$ cat src/rtl/lcd_pkg.sv
// Definitions shared by the LCD command sequencer and the LCD controller:
// command encodings, image/window sizes and the sequencer state encoding.
package lcd_pkg;

  typedef enum logic [2:0] {
    CMD_REFLASH = 3'd0,
    CMD_LOAD    = 3'd1,
    CMD_RIGHT   = 3'd2,
    CMD_LEFT    = 3'd3,
    CMD_UP      = 3'd4,
    CMD_DOWN    = 3'd5
  } cmd_e;

  localparam int PIX = 36;
  localparam int WIN = 9;
  localparam logic [5:0] PIX_LAST = 6'(PIX - 1);
  localparam logic [3:0] WIN_LAST = 4'(WIN - 1);

  typedef enum logic [2:0] {
    ST_IDLE,
    ST_RECV,
    ST_ISSUE,
    ST_STREAM,
    ST_WAIT
  } state_e;

  function automatic logic cmd_legal(input logic [2:0] c);
    return c <= CMD_DOWN;
  endfunction

endpackage

$ cat src/rtl/lcd_cmd_seq_if.sv
// Host byte stream plus LCD controller command/data/status signals.
interface lcd_cmd_seq_if;
  logic       h_valid;
  logic       h_ready;
  logic [7:0] h_data;
  logic [2:0] cmd;
  logic       cmd_valid;
  logic [7:0] datain;
  logic       busy;
  logic       output_valid;
  logic       seq_done;
  logic       cmd_err;

  modport master (
    output h_valid, h_data, busy, output_valid,
    input  h_ready, cmd, cmd_valid, datain, seq_done, cmd_err
  );

  modport slave (
    input  h_valid, h_data, busy, output_valid,
    output h_ready, cmd, cmd_valid, datain, seq_done, cmd_err
  );
endinterface

$ cat src/rtl/lcd_img_buf.sv
// 36x8 image register file: synchronous write, combinational read, no reset.
module lcd_img_buf
  import lcd_pkg::*;
(
  input  logic       clk,
  input  logic       we,
  input  logic [5:0] waddr,
  input  logic [7:0] wdata,
  input  logic [5:0] raddr,
  output logic [7:0] rdata
);

  logic [7:0] mem [PIX];

  always_ff @(posedge clk) begin
    if (we) mem[waddr] <= wdata;
  end

  assign rdata = mem[raddr];

endmodule

$ cat src/rtl/lcd_cmd_seq.sv
// Buffers host command/image packets and replays them to the LCD controller,
// counting the controller's window bytes to produce one completion pulse.
module lcd_cmd_seq
  import lcd_pkg::*;
(
  input  logic         clk,
  input  logic         reset,
  lcd_cmd_seq_if.slave bus
);

  state_e     state_q, state_d;
  logic [2:0] cmd_q, cmd_d;
  logic [5:0] pix_cnt_q, pix_cnt_d;
  logic [3:0] win_cnt_q, win_cnt_d;
  logic [7:0] datain_q, datain_d;
  logic       h_ready_q, h_ready_d;
  logic       seq_done_q, seq_done_d;
  logic       cmd_err_q, cmd_err_d;

  logic       hs;
  logic       issue_go;
  logic       buf_we;
  logic [5:0] rd_addr;
  logic [7:0] rd_data;
  logic       unused_hi;

  assign hs        = bus.h_valid & h_ready_q;
  assign issue_go  = (state_q == ST_ISSUE) & ~bus.busy;
  assign unused_hi = ^bus.h_data[7:3];

  lcd_img_buf u_buf (
    .clk   (clk),
    .we    (buf_we),
    .waddr (pix_cnt_q),
    .wdata (bus.h_data),
    .raddr (rd_addr),
    .rdata (rd_data)
  );

  always_ff @(posedge clk or posedge reset) begin
    if (reset) begin
      state_q    <= ST_IDLE;
      cmd_q      <= 3'd0;
      pix_cnt_q  <= 6'd0;
      win_cnt_q  <= 4'd0;
      datain_q   <= 8'd0;
      h_ready_q  <= 1'b0;
      seq_done_q <= 1'b0;
      cmd_err_q  <= 1'b0;
    end else begin
      state_q    <= state_d;
      cmd_q      <= cmd_d;
      pix_cnt_q  <= pix_cnt_d;
      win_cnt_q  <= win_cnt_d;
      datain_q   <= datain_d;
      h_ready_q  <= h_ready_d;
      seq_done_q <= seq_done_d;
      cmd_err_q  <= cmd_err_d;
    end
  end

  always_comb begin
    state_d = state_q;
    unique case (state_q)
      ST_IDLE:
        if (hs) begin
          if (bus.h_data[2:0] == CMD_LOAD)     state_d = ST_RECV;
          else if (cmd_legal(bus.h_data[2:0])) state_d = ST_ISSUE;
        end
      ST_RECV:
        if (hs && pix_cnt_q == PIX_LAST) state_d = ST_ISSUE;
      ST_ISSUE:
        if (!bus.busy) state_d = (cmd_q == CMD_LOAD) ? ST_STREAM : ST_WAIT;
      ST_STREAM:
        if (pix_cnt_q == PIX_LAST) state_d = ST_WAIT;
      ST_WAIT:
        if (bus.output_valid && win_cnt_q == WIN_LAST) state_d = ST_IDLE;
      default: state_d = ST_IDLE;
    endcase
  end

  // datain is preloaded one cycle ahead so buf[k] appears k+1 cycles after the strobe.
  always_comb begin
    cmd_d      = cmd_q;
    pix_cnt_d  = pix_cnt_q;
    win_cnt_d  = win_cnt_q;
    datain_d   = datain_q;
    seq_done_d = 1'b0;
    cmd_err_d  = 1'b0;
    buf_we     = 1'b0;
    rd_addr    = 6'd0;
    h_ready_d  = (state_d == ST_IDLE) || (state_d == ST_RECV);

    unique case (state_q)
      ST_IDLE:
        if (hs) begin
          cmd_d     = bus.h_data[2:0];
          pix_cnt_d = 6'd0;
          cmd_err_d = ~cmd_legal(bus.h_data[2:0]);
        end
      ST_RECV:
        if (hs) begin
          buf_we    = 1'b1;
          pix_cnt_d = (pix_cnt_q == PIX_LAST) ? 6'd0 : pix_cnt_q + 6'd1;
        end
      ST_ISSUE:
        if (issue_go) begin
          pix_cnt_d = 6'd0;
          win_cnt_d = 4'd0;
          if (cmd_q == CMD_LOAD) datain_d = rd_data;
        end
      ST_STREAM:
        if (pix_cnt_q == PIX_LAST) begin
          win_cnt_d = 4'd0;
        end else begin
          rd_addr   = pix_cnt_q + 6'd1;
          pix_cnt_d = pix_cnt_q + 6'd1;
          datain_d  = rd_data;
        end
      ST_WAIT:
        if (bus.output_valid) begin
          if (win_cnt_q == WIN_LAST) begin
            seq_done_d = 1'b1;
            win_cnt_d  = 4'd0;
          end else begin
            win_cnt_d = win_cnt_q + 4'd1;
          end
        end
      default: ;
    endcase
  end

  // The strobe follows the live busy input so a command leaves on the first idle cycle.
  assign bus.cmd_valid = issue_go;
  assign bus.cmd       = cmd_q;
  assign bus.datain    = datain_q;
  assign bus.h_ready   = h_ready_q;
  assign bus.seq_done  = seq_done_q;
  assign bus.cmd_err   = cmd_err_q;

endmodule

$ cat src/flat_wrapper.sv
// flat-port wrapper written by rule: the top's interface ports become plain ports
module lcd_cmd_seq_flat import lcd_pkg::*;
  (clk, reset, bus_h_valid, bus_h_data, bus_busy, bus_output_valid, bus_h_ready, bus_cmd, bus_cmd_valid, bus_datain, bus_seq_done, bus_cmd_err);
  lcd_cmd_seq_if bus_i ();
  input  logic clk;
  input  logic reset;
  input wire logic [$bits(bus_i.h_valid)-1:0] bus_h_valid;
  input wire logic [$bits(bus_i.h_data)-1:0] bus_h_data;
  input wire logic [$bits(bus_i.busy)-1:0] bus_busy;
  input wire logic [$bits(bus_i.output_valid)-1:0] bus_output_valid;
  output wire logic [$bits(bus_i.h_ready)-1:0] bus_h_ready;
  output wire logic [$bits(bus_i.cmd)-1:0] bus_cmd;
  output wire logic [$bits(bus_i.cmd_valid)-1:0] bus_cmd_valid;
  output wire logic [$bits(bus_i.datain)-1:0] bus_datain;
  output wire logic [$bits(bus_i.seq_done)-1:0] bus_seq_done;
  output wire logic [$bits(bus_i.cmd_err)-1:0] bus_cmd_err;
  assign bus_i.h_valid = bus_h_valid;
  assign bus_i.h_data = bus_h_data;
  assign bus_i.busy = bus_busy;
  assign bus_i.output_valid = bus_output_valid;
  assign bus_h_ready = bus_i.h_ready;
  assign bus_cmd = bus_i.cmd;
  assign bus_cmd_valid = bus_i.cmd_valid;
  assign bus_datain = bus_i.datain;
  assign bus_seq_done = bus_i.seq_done;
  assign bus_cmd_err = bus_i.cmd_err;
  lcd_cmd_seq u_core (.clk(clk), .reset(reset), .bus(bus_i));
endmodule
$ cat config.mk
export PLATFORM = sky130hd
export DESIGN_NAME = lcd_cmd_seq_flat
export DESIGN_NICKNAME = d
export VERILOG_FILES = /design/src/rtl/lcd_pkg.sv /design/src/rtl/lcd_cmd_seq_if.sv /design/src/rtl/lcd_img_buf.sv /design/src/rtl/lcd_cmd_seq.sv /design/src/flat_wrapper.sv
export SDC_FILE = /design/constraint.sdc
export NUM_CORES = 1
export LEC_CHECK = 0
export ABC_CLOCK_PERIOD_IN_PS = 5000
export BUFFER_PORTS_ARGS = -buffer_cell sky130_fd_sc_hd__clkbuf_2
export CAP_MARGIN = 20
export CORE_MARGIN = 3
export CORE_UTILIZATION = 33
export DETAILED_ROUTE_END_ITERATION = 7
export PLACE_DENSITY = 0.54
export SLEW_MARGIN = 20
export SYNTH_ARGS = -nofsm -noshare
export SYNTH_HDL_FRONTEND = slang
export SYNTH_SLANG_ARGS = --single-unit
$ cat constraint.sdc
create_clock -name clk -period 5 [get_ports clk]
set_input_delay 0.75 -clock clk [delete_from_list [all_inputs] [get_ports clk]]
set_output_delay 0.75 -clock clk [all_outputs]
set_load 0.05 [all_outputs]
======== Yosys cells after proc, flatten, opt, wreduce, memory -nomap -nowiden ========
Memory sizes are Yosys's and may differ from the RTL's.
Index checks and enable logic that the tools add are counted.
operators by class
  bitwise operators ....................... 4
  add/sub/neg operators ................... 2
  muxes and demuxes ....................... 34
  eq/ne operators ......................... 16
  magnitude comparators ................... 1
  reductions and logical operators ........ 12
operators with widths
  kind                                                  number
  2-to-1 mux 6 bit                                      6
  2-to-1 mux 3 bit                                      8
  2-to-1 mux 8 bit                                      3
  one-hot mux 6 bit (4 select lines)                    1
  2-to-1 mux 4 bit                                      4
  one-hot mux 8 bit (2 select lines)                    1
  one-hot mux 3 bit (5 select lines)                    1
  equality test 3 x 1 -> 1 bit (second input constant)  4
  one-hot mux 4 bit (3 select lines)                    1
  2-to-1 mux 1 bit                                      9
  != test 2 bit (second input constant)                 4
  AND reduction 4 bit                                   2
  adder 6 x 1 -> 6 bit (second input constant)          1
  equality test 3 x 2 -> 1 bit (second input constant)  2
  equality test 6 bit (second input constant)           1
  logical NOT 3 bit                                     2
  != test 2 x 1 -> 1 bit (second input constant)        3
  AND reduction 5 bit                                   1
  adder 4 x 1 -> 4 bit (second input constant)          1
  equality test 4 bit (second input constant)           1
  nonzero test 4 bit                                    1
  equality test 3 bit (second input constant)           1
  <= comparator 3 bit (second input constant)           1
  nonzero test 3 bit                                    1
  6 further kinds                                       9
word-level totals
  flip-flop bits (word level) ............. 27
  word-level logic and storage cells ...... 78
  memories ................................ 1
  memory bits (writable) .................. 288
  bits of input ports ..................... 13
  output and inout port bits .............. 15
memory list
  name              words  bits a word  read ports  clocked after Yosys merged registers in  write ports  RTL line           text
  u_core.u_buf.mem  36     8            1           0                                        1            lcd_img_buf.sv:13  logic [7:0] mem [PIX];

======== Depth between registers and ports, before layout ========
Gate-level depths: netlist of the first run.
  word-level depth ........................ 7
  gate-level depth with buffers ........... 11
  gate-level depth less buffers ........... 8

======== By module ========
From an unflattened synthesis of the first run, not the netlist that was laid out.
second synthesis, totals
  cell total of the unflattened synthesis .. 765
  area total of the unflattened synthesis .. 13038.8 µm²
by module, submodules not included
  module       instances  area an instance (µm²)  seq. area each (µm²)  cells each
  lcd_img_buf  1          11552.3                 8648.3                622
  lcd_cmd_seq  1          1486.4                  675.6                 143

======== Worst setup path before layout of the first run ========
No wires, ideal clock.
  path type ............................... reg-to-output
  start ................................... reg u_core.state_q[1]
  end ..................................... out bus_cmd_valid
  path buffers ............................ 1
  cell stages (with the launch flop) ...... 4
  slack ................................... 2.390 ns
  arrival time ............................ 1.860 ns
  data required time ...................... 4.250 ns
  cells stage by stage .................... dfrtp_1 -> clkbuf_1 -> nand2_1 -> nor3_1
between the ends
  word-level cells in the longest chain between the ends .. 2
ends and longest elaborated chain
  element                       RTL line            text
  from (decl)                   lcd_cmd_seq.sv:11   state_e state_q, state_d;
  from (signal assigned)        lcd_cmd_seq.sv:51   state_q <= state_d;
  equality test 3 x 2 -> 1 bit  lcd_cmd_seq.sv:28   assign issue_go = (state_q == ST_ISSUE) & ~bus.busy;
  AND 1 bit                     lcd_cmd_seq.sv:28
  to (decl)                     flat_wrapper.sv:13  output wire logic [$bits(bus_i.cmd_valid)-1:0] bus_cmd_valid;
No other way between the ends.

======== Final worst setup path of the first run ========
  start ................................... reg u_core.pix_cnt_q[1]
  end ..................................... reg u_core.datain_q[2] (netlist: u_core.bus.datain[2])
between the ends
  word-level cells in the longest chain between the ends .. 7
  elaborated cells on any way between the ends .. 11
  those cells by class .................... add/sub: 1; eq/ne: 2; mux: 6; reduce/logical: 1; memory: 1
ends and longest elaborated chain
  element                                                             RTL line                                text
  from (decl)                                                         lcd_cmd_seq.sv:13                       logic [5:0] pix_cnt_q, pix_cnt_d;
  from (signal assigned)                                              lcd_cmd_seq.sv:53                       pix_cnt_q <= pix_cnt_d;
  adder 6 x 1 -> 6 bit / equality test 6 bit (equally long branches)  lcd_cmd_seq.sv:116, lcd_cmd_seq.sv:113
  2-to-1 mux 6 bit                                                    lcd_cmd_seq.sv:113                      if (pix_cnt_q == PIX_LAST) begin
  2-to-1 mux 6 bit                                                    lcd_cmd_seq.sv:94                       unique case (state_q)
  memory read (36 x 8 bit)                                            -
  2-to-1 mux 8 bit                                                    lcd_cmd_seq.sv:110                      if (cmd_q == CMD_LOAD) datain_d = rd_data;
  2-to-1 mux 8 bit                                                    lcd_cmd_seq.sv:107                      if (issue_go) begin
  one-hot mux 8 bit (2 select lines)                                  lcd_cmd_seq.sv:94
  to (signal assigned)                                                lcd_cmd_seq.sv:55                       datain_q <= datain_d;
  to (decl)                                                           lcd_cmd_seq.sv:15                       logic [7:0] datain_q, datain_d;
Several ways; a longest one is shown, not always the timed one. The select of a mux whose other input is x is not followed.
A chain may end at the register's enable or synchronous reset.

==> out/summary.md, run 1 <==
The run finished with clean final reports. The clock transition at the registers of the reported paths came out at 0.06 ns. For this block, the routed nets add up to 35300 um of wire. For the worst setup path, the data arrival time is 4.04 ns. For the worst endpoint required time, the log shows 5.39 ns.

After synthesis the netlist holds a flip-flop and latch count of 315. The count of buffers inserted at the top-level ports is 27, and the number of enable-type register cells in the synthesized netlist is 288. The critical path is of the reg -> reg type. The tools report the number of hold violations in the final report as 0. The tools report the final-report setup violation count as 0. The logs give 0.336 for the initial core utilization and 0.168 for the global-route total usage across every layer. After clock tree synthesis, the repair step resized 0 gates. The category of the worst setup path capture point is a flop. Summing all placed instances gives a cell area of 13400 sq um.

DRC violation total after the first TritonRoute iteration: 921. Period utilization: 0.728. Buffers inserted to repair hold after CTS numbered 0. A synthesized cell averages 14.2 sq um.

The post-detailed-route wirelength per cell was 24.2 um; the net count of the mapped netlist was 912. The proportion of layout cells with a drive suffix above 1 was 0.119. In this run, distinct cell masters in the synthesized netlist total 61.

At the end of routability-driven placement, the weighted congestion stood at 0.906. The run gives 0.383 as the utilization after layout. The number of antenna violations at the first check in global routing is 0.

The run gives 0.0174 ns as the maximum clock skew at final layout. The run gives 40900 sq um as the area of the die. In the synthesized netlist, the number of instances is 896. The post-CTS setup buffer count was 0. The transition time at the pin with the least slew margin was 1.07 ns.

After detailed routing, the number of remaining DRC violations is 0. The total via count after detailed routing was 8014. The share of synthesized flip-flops with an asynchronous set or reset came out at 0.0857. The worst setup path is launched from a flop. For this run the aggregate overflow at the end of global routing stands at 0.

The clock net in this run drives a total of 315 sinks. Traced cell by cell, the critical path runs through ha_1 -> nor2b_1 -> a21oi_2 -> nand2b_1 -> o21ai_0 -> nor4_1 -> o22ai_1 -> a221o_1. The worst-case IR drop observed on VDD is 0.195 mV. The peak per-stage delay on the critical path came out at 0.72 ns. The top fanout value on the critical path was 13. The yosys synthesis warning count was 0; the count of filler cells inserted in the layout was 3599.

Once detailed placement completed, the half-perimeter wirelength came to 23000 um. The synthesized area is 12700 sq um, and the number of rows created at floorplan is 71. H-tree level count: 2. The tools report the detailed-routing iteration count for the pre-antenna-repair pass as 5.

The tool flagged a number of max-cap violations equal to 0. The net count of the finished layout is 945. The relative slew slack was 0.281. Timing would allow up to 275 MHz. The number of antenna repair diodes was 0. In this run the vertical extent of the chip is 202 um. The run gives 28 as the number of I/O pins.

Setup repair after global routing left no endpoint under its margin. The final number of max-transition violations was 0; the standard cell core area was 37800 sq um. The later pin in the worst-skew pair is clocked with a latency of 0.51 ns.

Width of the chip: 202 um. For this design the static power due to leakage is 0.00468 uW. The detailed-route vias per instance was 5.49; the residual antenna-violating net count after detailed routing was 0. Total CTS buffers: 35. The first global-routing pass estimated 51800 um of wire.

The tools report the instance count after placement with tap cells included as 1403. Buffer depth of the longest clock path: 3. Predominant post-synthesis flop cell: sky130_fd_sc_hd__edfxtp_1. The number of standard cells in the final layout excluding fillers is 1461, and the power density over the cells is 441 nW/um^2. The sequential-to-total area share from yosys stat was 0.734.

The area overhead of the layout relative to synthesis came out at 14.1%. TritonCTS built the clock tree. The master of the slowest instance on the critical path was sky130_fd_sc_hd__nor2b_1. The worst path needs 3.64 ns of the cycle, external delays included. The path class of the tightest hold or removal check is in -> async.

Via count of the first global-routing pass: 7803. The root buffer cell chosen for the clock tree is sky130_fd_sc_hd__clkbuf_16. The final non-filler cell area came out at 14500 sq um. In the layout the commonest cells are 288 x sky130_fd_sc_hd__edfxtp_1, 117 x sky130_fd_sc_hd__nand2_1, 56 x sky130_fd_sc_hd__nor2_1.

The post-route setup TNS is 0 ns. The pin count of the biggest net entering global routing came out at 43. The library cell used most frequently in the layout, excluding fill and tap cells, is sky130_fd_sc_hd__edfxtp_1.
==> flip-flops by register name, summed over array words and instances (netlist names) <==
| signal | count |
|---|---|
| u_core.bus.cmd | 3 |
| u_core.bus.cmd_err | 1 |
| u_core.bus.datain | 8 |
| u_core.bus.h_ready | 1 |
| u_core.bus.seq_done | 1 |
| u_core.pix_cnt_q | 6 |
| u_core.state_q | 3 |
| u_core.u_buf.mem | 288 |
| u_core.win_cnt_q | 4 |
==> critical path: cells and delay by family, from the launching register on <==
kind,cells,cell delay [ns]
DFF,1,0.46
and+or+nand+nor,3,1.91
AOI/OAI and AO/OA,4,0.87
adders and majority gates,1,0.28
==> metrics by stage <==
stage               setup slack, ns  total power, uW  hold WS (ns)
floorplan                      2.39             3660         0.452
global placement               1.55             3970         0.471
detailed placement             1.41             3970         0.478
CTS                            1.39             6440         0.310
global route                   1.08             6610         0.329
finish                         1.36             6400         0.306
==> synth_stat cells, drive strengths merged, types with 7 or more instances <==
cell type	n	area share
edfxtp	288	0.68
nand2	117	0.035
nor2	56	0.017
a21oi	39	0.016
nand3	39	0.015
o22ai	36	0.018
o21ai	29	0.011
dfrtp	27	0.053
o221ai	26	0.018
clkbuf	25	0.0074
buf	24	0.011
mux2i	21	0.017
a22oi	19	0.011
or3	16	0.0079
a31oi	15	0.0074
mux2	13	0.012
nor3	12	0.0051
o211ai	9	0.0057
inv	7	0.0021
==> metal layers <==
layer	vias to the layer above	share of wire	track usage
met2	354	0.45	0.252
met4	0	0.022	0.0443
li1	3567	-	-
met1	4034	0.44	0.243
met5	-	0	0
met3	59	0.093	0.0456
==> layout make-up <==
type                            count  area [sq um]  share of cell area
Clock buffer                       40           895              0.0617
Clock inverter                     18           185              0.0128
Inverter                            8          30.0             0.00207
Multi-Input combinational cell    524          3150               0.217
Sequential cell                   315          9320               0.643
Tap cell                          511           639              0.0441
Timing Repair Buffer               45           283              0.0195
==> kinds of logic (layout without fill, tap and decap cells) <==
logic type | count (synthesis) | after routing | share of synthesized area
DFF | 315 | 315 | 0.734
and+or+nand+nor | 276 | 276 | 0.0996
AOI/OAI and AO/OA | 209 | 209 | 0.114
buffers and inverters | 57 | 111 | 0.0206
muxes | 34 | 34 | 0.0281
adders and majority gates | 3 | 3 | 0.00295
xor gates and xnor gates | 2 | 2 | 0.00138
==> worst paths after layout <==
check | slack (ns) | to | from | cells after the start
max | 1.36 | u_core.bus.datain[2]$_DFFE_PP0P_ | u_core.pix_cnt_q[1]$_DFFE_PP0P_ | 8
min | 0.31 | u_core.win_cnt_q[2]$_DFFE_PP0P_ | reset | 3
max reg2reg | 1.36 | u_core.bus.datain[2]$_DFFE_PP0P_ | u_core.pix_cnt_q[1]$_DFFE_PP0P_ | 8
min reg2reg | 0.50 | u_core.win_cnt_q[3]$_DFFE_PP0P_ | u_core.win_cnt_q[3]$_DFFE_PP0P_ | 1
max in group asynchronous | 4.39 | u_core.bus.datain[1]$_DFFE_PP0P_ | reset | 3
min in group clk | 0.50 | u_core.win_cnt_q[3]$_DFFE_PP0P_ | u_core.win_cnt_q[3]$_DFFE_PP0P_ | 1
==> power by group <==
group | leakage, uW | internal, uW | total (uW) | switching (uW)
clock | 0.000524 | 1480 | 2480 | 997
sequential | 0.00294 | 2950 | 3050 | 99.3
combinational | 0.00122 | 238 | 872 | 634
total | 0.00468 | 4670 | 6400 | 1730
No activity file was read; power rests on OpenSTA's default activity.
==> run 2: changes to the inputs <==
--- a/config.mk
+++ b/config.mk
@@ -5,7 +5,8 @@
 export SDC_FILE = /design/constraint.sdc
 export NUM_CORES = 1
 export LEC_CHECK = 0
-export ABC_CLOCK_PERIOD_IN_PS = 5000
+export ABC_AREA = 1
+export ABC_CLOCK_PERIOD_IN_PS = 3700
 export BUFFER_PORTS_ARGS = -buffer_cell sky130_fd_sc_hd__clkbuf_2
 export CAP_MARGIN = 20
 export CORE_MARGIN = 3
==> constraint.sdc (replaced) <==
create_clock -name clk -period 3.7 [get_ports clk]
set_input_delay 0.555 -clock clk [delete_from_list [all_inputs] [get_ports clk]]
set_output_delay 0.555 -clock clk [all_outputs]
set_load 0.05 [all_outputs]
==> out/summary.md, run 2 <==
The run finished with clean final reports. Master of the slowest instance on the critical path: sky130_fd_sc_hd__nand3_2. The switching component of the power is 3260 uW (+88%).

The tools report the number of hold buffers added after cts as 0 (unchanged). Power density over the cells: 624 nW/um^2 (+41%). TritonCTS built the clock tree. The logs give 4.15 ns (-1.24 ns) for the worst endpoint required time and 0 (unchanged) for the number of antenna repair diodes. Setup repair after global routing left no endpoint under its margin.

The number of rows created at floorplan was 74 (+4.2%). The portion of total power attributed to sequential cells came out at 0.421 (-0.056). The die height is 212 um (+4.9%). The mean post-synth cell area is 10.6 sq um (-25%). The run gives 6 (+1) as the detailed-routing iteration count for the pre-antenna-repair pass.

The utilization after layout is 0.382 (-0.00125), and the detailed-route vias per instance is 5.18 (-5.5%). The total via count after detailed routing was 9815 (+22%). The via count of the first global-routing pass was 9417 (+21%); the number of clock sinks was 315 (unchanged). The flip-flop count of the largest register after layout is 288 (unchanged). The root buffer cell chosen for the clock tree is sky130_fd_sc_hd__clkbuf_16.

The width of the chip is 212 um (+4.9%), and the number of I/O pins is 28 (unchanged). The logs give 98 (+130%) for the pin count of the biggest net entering global routing and 0 (unchanged) for the number of antenna violations at the first check in global routing. The run gives 0.57 ns (-0.79 ns) as the slack of the worst reg-to-reg path. Cell taking the most area after synthesis: sky130_fd_sc_hd__edfxtp_1.

Proportion of layout cells with a drive suffix above 1: 0.103 (-0.0161). The run gives 0.387 mV (+98%) as the worst ir drop on vdd. The worst setup path is launched from a flop. The total CTS buffers was 36 (+2.9%); the number of max-cap violations was 0 (unchanged).

The number of enable-type register cells in the synthesized netlist came out at 288 (unchanged). The number of synthesized register bits works out to 315 (unchanged). The area of the die is 45000 sq um (+10%).

The residual antenna-violating net count after detailed routing is 0 (unchanged). The clock latency on the worst-skew pair was 0.53 ns (+0.02 ns). The worst endpoint data arrival time is 3.58 ns (-0.46 ns), and the initial core utilization is 0.339 (+0.00332). Broken down by cell family, the worst path's largest delay share belongs to simple AND/OR/NAND/NOR gates. The library cell used most frequently in the layout, excluding fill and tap cells, is sky130_fd_sc_hd__edfxtp_1. Leaving out fill and tap cells, the most frequent cells in the layout are 288 x sky130_fd_sc_hd__edfxtp_1, 242 x sky130_fd_sc_hd__nand3_1, 201 x sky130_fd_sc_hd__inv_1. The run gives 0 (unchanged) as the number of gates resized after cts.

The post-CTS setup buffer count was 0 (unchanged); the area overhead of the layout relative to synthesis was 12.6%. The run gives 41400 sq um (+9.4%) as the standard cell core area. The number of instances in the synthesized netlist was 1321 (+47%).

The top register by number of flip-flops was u_core.u_buf.mem. The weighted congestion at the end of routability-driven global placement was 0.874 (-3.6%); the post-detailed-route wirelength per cell was 20.7 um (-14%). The final layout net count is 1350 (+43%). The number of hold violations in the final report was 0 (unchanged). Walking the worst path, the cells encountered are ha_1 -> nand3_4 -> nand3_2 -> buf_4 -> nor2_1 -> o21ai_0 -> nand3_1 -> nand3_1 -> nand3_1 -> nand3_1 -> a21oi_1. The logs give 0.346 (-0.041) for the share of total power in the clock network and 0 (unchanged) for the remaining global-route overflow.

The top fanout value on the critical path works out to 31 (+18). Predominant post-synthesis flop cell: sky130_fd_sc_hd__edfxtp_1. Among the stages of the critical path, the cell type that occurs most often is sky130_fd_sc_hd__nand3_1. The run gives 0.234 (+0.098) as the logic gate share of total power. For the cell-internal power, the log shows 6620 uW (+42%). For the net count of the mapped netlist, the log shows 1337 (+47%). The run gives 0 (unchanged) as the number of DRC violations after detailed routing. STA classifies the critical path endpoint as a flop. The global-route total usage across every layer is 0.174 (+0.00583), and the period utilization is 0.846 (+0.117).

The shortest clock period the worst path allows after layout is 3.13 ns (-0.512 ns), and the yosys synthesis warning count is 0 (unchanged). The half-perimeter wire length after placement was 24000 um (+4.5%); the final number of max-transition violations was 0 (unchanged). The worst setup path is of the reg -> reg kind. For the distinct cell type count of the synthesized netlist, the log shows 33 (-46%). The tightest min-delay check is of the in -> async type. The number of standard cells in the final layout excluding fillers was 1893 (+30%); the instance count after placement with tap cells included was 1828 (+30%). The final-report setup violation count was 0 (unchanged); the transition time at the pin with the least slew margin was 1.12 ns (+0.0454 ns). The wire length of the first global-routing pass was 59300 um (+14%); the share of synthesized flip-flops with an asynchronous set or reset was 0.0857 (unchanged). The synthesized area is 14000 sq um (+10%), and the maximum clock skew at final layout is 0.0236 ns (+0.00615 ns). For the H-tree level count, the log shows 2 (unchanged). Peak per-stage delay on the critical path: 0.68 ns (-0.04 ns).

The relative slew slack is 0.253 (-0.0276), and the buffer depth of the longest clock path is 3 (unchanged). By instance count, the leading cell after synthesis is sky130_fd_sc_hd__edfxtp_1. DRC violation total after the first TritonRoute iteration: 1088 (+18%). Yosys attributes the largest share of cell area to sky130_fd_sc_hd__edfxtp_1 62%, sky130_fd_sc_hd__nand3_1 8.6%, sky130_fd_sc_hd__inv_1 5.4%. The detailed-route wire length came out at 39200 um (+11%). After synthesis, the most frequently instantiated cells are 288 x sky130_fd_sc_hd__edfxtp_1, 242 x sky130_fd_sc_hd__nand3_1, 201 x sky130_fd_sc_hd__inv_1. The share of the synthesized area in the top cell type is 0.616 (-0.0644). The run gives 0.00625 uW (+34%) as the static leakage. The clock transition at the registers of the reported paths is 0.06 ns (about the same), and the proportion of total power due to net switching is 0.330 (+0.0599). The sequential-to-total area share from yosys stat came out at 0.664 (-0.0694). The highest achievable clock rate came out at 320 MHz (+16%).

The post-route setup TNS is 0 ns (unchanged), and the count of buffers inserted at the top-level ports is 27 (unchanged). The combined buffer and inverter count along the critical path was 1 (+1).
[run 2: layout make-up]
cell class / count / area (sq um)
Clock buffer: 52 / 992
Clock inverter: 13 / 121
Fill cell: 3986 / 25600
Inverter: 205 / 772
Multi-Input combinational cell: 724 / 3580
Sequential cell: 315 / 9320
Tap cell: 532 / 666
Timing Repair Buffer: 52 / 355
[run 2: logic make-up after synthesis]
group | count (synthesis) | synth area share
compound gates | 72 | 0.0279
xor+xnor | 3 | 0.00187
fa+ha+maj | 3 | 0.00267
buf+inv | 282 | 0.0821
flops | 315 | 0.664
mux | 1 | 0.000802
simple gates | 645 | 0.220
[run 2: power groups by stage]
stage	sequential (uW)	combinational, uW	clock [uW]
floorplan	4380	1390	0
global placement	4230	2300	0
detailed placement	4230	2300	0
CTS	4160	2310	3470
global route	4170	2530	3600
finish	4150	2310	3420
[run 2: per-stage QoR]
| step | setup slack, ns | hold slack, ns | total power (uW) | area [sq um] |
|---|---|---|---|---|
| after floorplan | 1.63 | 0.448 | 5770 | 14000 |
| after global placement | 0.680 | 0.475 | 6520 | 14700 |
| after detailed placement | 0.648 | 0.477 | 6530 | 14700 |
| after CTS | 0.638 | 0.0203 | 9930 | 15800 |
| after global routing | 0.412 | 0.0321 | 10300 | 15800 |
| final | 0.570 | 0.0205 | 9870 | 15800 |
[run 2: worst paths after layout]
path                                                       from                               end  depth (start not counted)
worst max-delay path            u_core.pix_cnt_q[0]$_DFFE_PP0P_  u_core.bus.datain[2]$_DFFE_PP0P_                         11
worst min-delay path                                      reset   u_core.win_cnt_q[2]$_DFFE_PP0P_                          2
worst max register to register  u_core.pix_cnt_q[0]$_DFFE_PP0P_  u_core.bus.datain[2]$_DFFE_PP0P_                         11
worst min register to register  u_core.win_cnt_q[2]$_DFFE_PP0P_   u_core.win_cnt_q[2]$_DFFE_PP0P_                          1
max in group asynchronous                                 reset  u_core.bus.datain[2]$_DFFE_PP0P_                          3
min in group clk                               bus_output_valid     u_core.bus.seq_done$_DFF_PP0_                          3
[run 2: metal layers]
layer,GRT usage,up-vias,share of wire
li1,-,4583,-
met1,0.248,4814,0.44
met2,0.274,353,0.46
met3,0.0276,65,0.062
met4,0.0590,0,0.030
met5,0,-,0
==> run 3: changes to the inputs <==
--- a/config.mk
+++ b/config.mk
@@ -5,8 +5,8 @@
 export SDC_FILE = /design/constraint.sdc
 export NUM_CORES = 1
 export LEC_CHECK = 0
-export ABC_AREA = 1
-export ABC_CLOCK_PERIOD_IN_PS = 3700
+export ABC_AREA = 0
+export ABC_CLOCK_PERIOD_IN_PS = 3300
 export BUFFER_PORTS_ARGS = -buffer_cell sky130_fd_sc_hd__clkbuf_2
 export CAP_MARGIN = 20
 export CORE_MARGIN = 3
==> constraint.sdc (replaced) <==
create_clock -name clk -period 3.3 [get_ports clk]
set_input_delay 0.495 -clock clk [delete_from_list [all_inputs] [get_ports clk]]
set_output_delay 0.495 -clock clk [all_outputs]
set_load 0.05 [all_outputs]
==> out/summary.md, run 3 (same netlist as run 1, synthesis figures left out) <==
The run finished with clean final reports. The flip-flop count of the largest register after layout works out to 288 (unchanged). The top routing layer in use was met4. The worst ir drop on vdd was 0.341 mV (-12%); the clock transition at the registers of the reported paths was 0.06 ns (about the same).

Combined buffer and inverter count along the critical path: 0 (-1). The run gives 0.407 (+0.154) as the relative slew slack. For the total design power, the log shows 9660 uW (-2.2%).

The post-CTS setup buffer count is 0 (unchanged). The number of gates resized after cts came out at 0 (unchanged). The slack of the worst reg-to-reg path was 0.26 ns (-0.31 ns); the wire length of the first global-routing pass was 51800 um (-13%).

The top cell types in the final layout, fill and taps aside, are 288 x sky130_fd_sc_hd__edfxtp_1, 117 x sky130_fd_sc_hd__nand2_1, 61 x sky130_fd_sc_hd__buf_4. The number of hold buffers added after cts was 0 (unchanged). The initial core utilization came out at 0.336 (-0.00332).

Setup repair after global routing left no endpoint under its margin. The number of clock sinks is 315 (unchanged). The highest achievable clock rate was 329 MHz (+3.0%). The logs give 35 (-2.8%) for the total CTS buffers and 3 (unchanged) for the buffer depth of the longest clock path.

The via count of the first global-routing pass came out at 7826 (-17%). Clock tree synthesis selected as its root buffer the cell sky130_fd_sc_hd__clkbuf_16. The utilization after layout is 0.392 (+0.0103), and the period utilization is 0.921 (+0.0751). The count of buffers inserted at the top-level ports works out to 27 (unchanged).

The worst setup path is launched from a flop. The width of the chip was 202 um (-4.7%). The critical path is of the reg -> reg type.

The remaining global-route overflow came out at 0 (unchanged). The number of standard cells in the final layout excluding fillers is 1507 (-20%), and the number of max-cap violations is 0 (unchanged). For the number of I/O pins, the log shows 28 (unchanged). The proportion of layout cells with a drive suffix above 1 works out to 0.165 (+0.0618).

The tools report the global-route total usage across every layer as 0.167 (-0.00697). The tools report the category of the worst setup path capture point as a flop. The worst endpoint required time was 3.68 ns (-0.47 ns); the wire length on met2 was 15400 um (-15%).

The detailed-routing iteration count for the pre-antenna-repair pass was 5 (-1); the top fanout value on the critical path was 13 (-58%). Number of DRC violations after detailed routing: 0 (unchanged). Among all stages on the critical path, the largest delay is contributed by sky130_fd_sc_hd__or3b_4.

The peak per-stage delay on the critical path was 0.57 ns (-0.11 ns). The run gives 22600 um (-6.0%) as the half-perimeter wire length after placement. Family of cells with the greatest summed delay on the critical path: simple AND/OR/NAND/NOR gates. The power density over the cells was 650 nW/um^2 (+4.2%). Path class of the lowest-slack min-delay path: in -> async. The tools report the final-report setup violation count as 0 (unchanged). The logs give 0 (unchanged) for the number of antenna violations at the first check in global routing and 990 (-27%) for the final layout net count.

The top register by number of flip-flops was u_core.u_buf.mem. The number of antenna repair diodes came out at 0 (unchanged). The H-tree level count was 2 (unchanged); the area overhead of the layout relative to synthesis was 16.8%. The run gives 2670 um (+9.1%) as the detailed-routed wire length on met3.

The worst endpoint data arrival time is 3.42 ns (-0.16 ns), and the number of rows created at floorplan is 71 (-4.1%). The number of hold violations in the final report is 0 (unchanged), and the die height is 202 um (-4.7%). The pin count of the biggest net entering global routing was 44 (-55%). The final number of max-transition violations came out at 0 (unchanged). The signal on the critical path passes through or3b_4 -> a21oi_4 -> nand2b_1 -> o21ai_1 -> nor4_1 -> o22ai_1 -> a221o_1. The shortest clock period the worst path allows after layout is 3.04 ns (-0.0904 ns).

The total via count after detailed routing came out at 8011 (-18%). The static leakage came out at 0.00493 uW (-21%). The logs give 40900 sq um (-9.2%) for the area of the die and 0 (unchanged) for the residual antenna-violating net count after detailed routing. The tools report the count of filler cells inserted in the layout as 3621 (-9.2%). DRC violation total after the first TritonRoute iteration: 875 (-20%).

The post-route setup TNS was 0 ns (unchanged); the maximum clock skew at final layout was 0.00924 ns (-0.0143 ns). TritonCTS built the clock tree. The sum of routed wire segments on met1 is 15600 um (-11%). The post-detailed-route wirelength per cell was 22.8 um (+10%). For the clock latency on the worst-skew pair, the log shows 0.50 ns (-0.03 ns). The library cell used most frequently in the layout, excluding fill and tap cells, is sky130_fd_sc_hd__edfxtp_1. The detailed-route vias per instance works out to 5.32 (+2.5%). The weighted congestion at the end of routability-driven global placement was 0.877 (+0.30%). The standard cell core area is 37800 sq um (-8.6%), and the detailed-route wire length is 34400 um (-12%). The instance count after placement with tap cells included came out at 1448 (-21%).

The transition time at the pin with the least slew margin came out at 0.890 ns (-0.230 ns).
run 3: cell count changes in the layout (fill, tap and decap cells not counted), sizes merged, moves of 16 or more:
cell / previous run / this run
inv: 207 / 9
o22ai: 13 / 36
a21oi: 10 / 39
a22oi: 1 / 19
nand3: 246 / 39
nor2: 149 / 56
buf: 25 / 63
or2: 24 / 1
nand4: 97 / 3
o221ai: 0 / 26
mux2i: 0 / 21
or3: 0 / 16
run 3: routing by layer:
metal,vias up,global-route usage
li1,3645,-
met1,3991,0.246
met2,328,0.255
met3,47,0.0346
met4,0,0.0418
met5,-,0
run 3: final timing paths:
check / from / end / depth (start not counted)
setup reg to reg: u_core.pix_cnt_q[3]$_DFFE_PP0P_ / u_core.bus.datain[4]$_DFFE_PP0P_ / 7
max in group asynchronous: reset / u_core.bus.datain[3]$_DFFE_PP0P_ / 3
min in group clk: bus_output_valid / u_core.win_cnt_q[2]$_DFFE_PP0P_ / 3
hold reg to reg: u_core.win_cnt_q[3]$_DFFE_PP0P_ / u_core.win_cnt_q[3]$_DFFE_PP0P_ / 1
setup / recovery: u_core.pix_cnt_q[3]$_DFFE_PP0P_ / u_core.bus.datain[4]$_DFFE_PP0P_ / 7
hold / removal: reset / u_core.win_cnt_q[2]$_DFFE_PP0P_ / 3
run 3: power breakdown:
group / switching, uW / total (uW) / internal (uW)
registers: 125 / 4600 / 4480
logic: 966 / 1350 / 388
clock network: 1520 / 3700 / 2190
total: 2610 / 9660 / 7050
run 3: layout make-up:
cell class	count	area [sq um]	share of cell area
Clock buffer	42	902	0.0608
Multi-Input combinational cell	524	3150	0.212
Tap cell	511	639	0.0431
Inverter	8	30.0	0.00202
Sequential cell	315	9320	0.628
Timing Repair Buffer	90	633	0.0426
Clock inverter	17	169	0.0114
run 3: worst reg2reg max path, stage by stage (launching register included):
cell and delay (ns):
sky130_fd_sc_hd__dfrtp_1 0.54, sky130_fd_sc_hd__or3b_4 0.57, sky130_fd_sc_hd__a21oi_4 0.30, sky130_fd_sc_hd__nand2b_1 0.48, sky130_fd_sc_hd__o21ai_1 0.19, sky130_fd_sc_hd__nor4_1 0.36
sky130_fd_sc_hd__o22ai_1 0.15, sky130_fd_sc_hd__a221o_1 0.34
run 3: stage by stage:
stage               worst slack [ns]  cell area (sq um)  hold WS, ns
floorplan                      0.805              12700        0.452
global placement               0.305              13800        0.481
detailed placement             0.191              13800        0.483
CTS                            0.161              14800       0.0550
global route                  0.0660              14800       0.0759
finish                         0.261              14800       0.0601
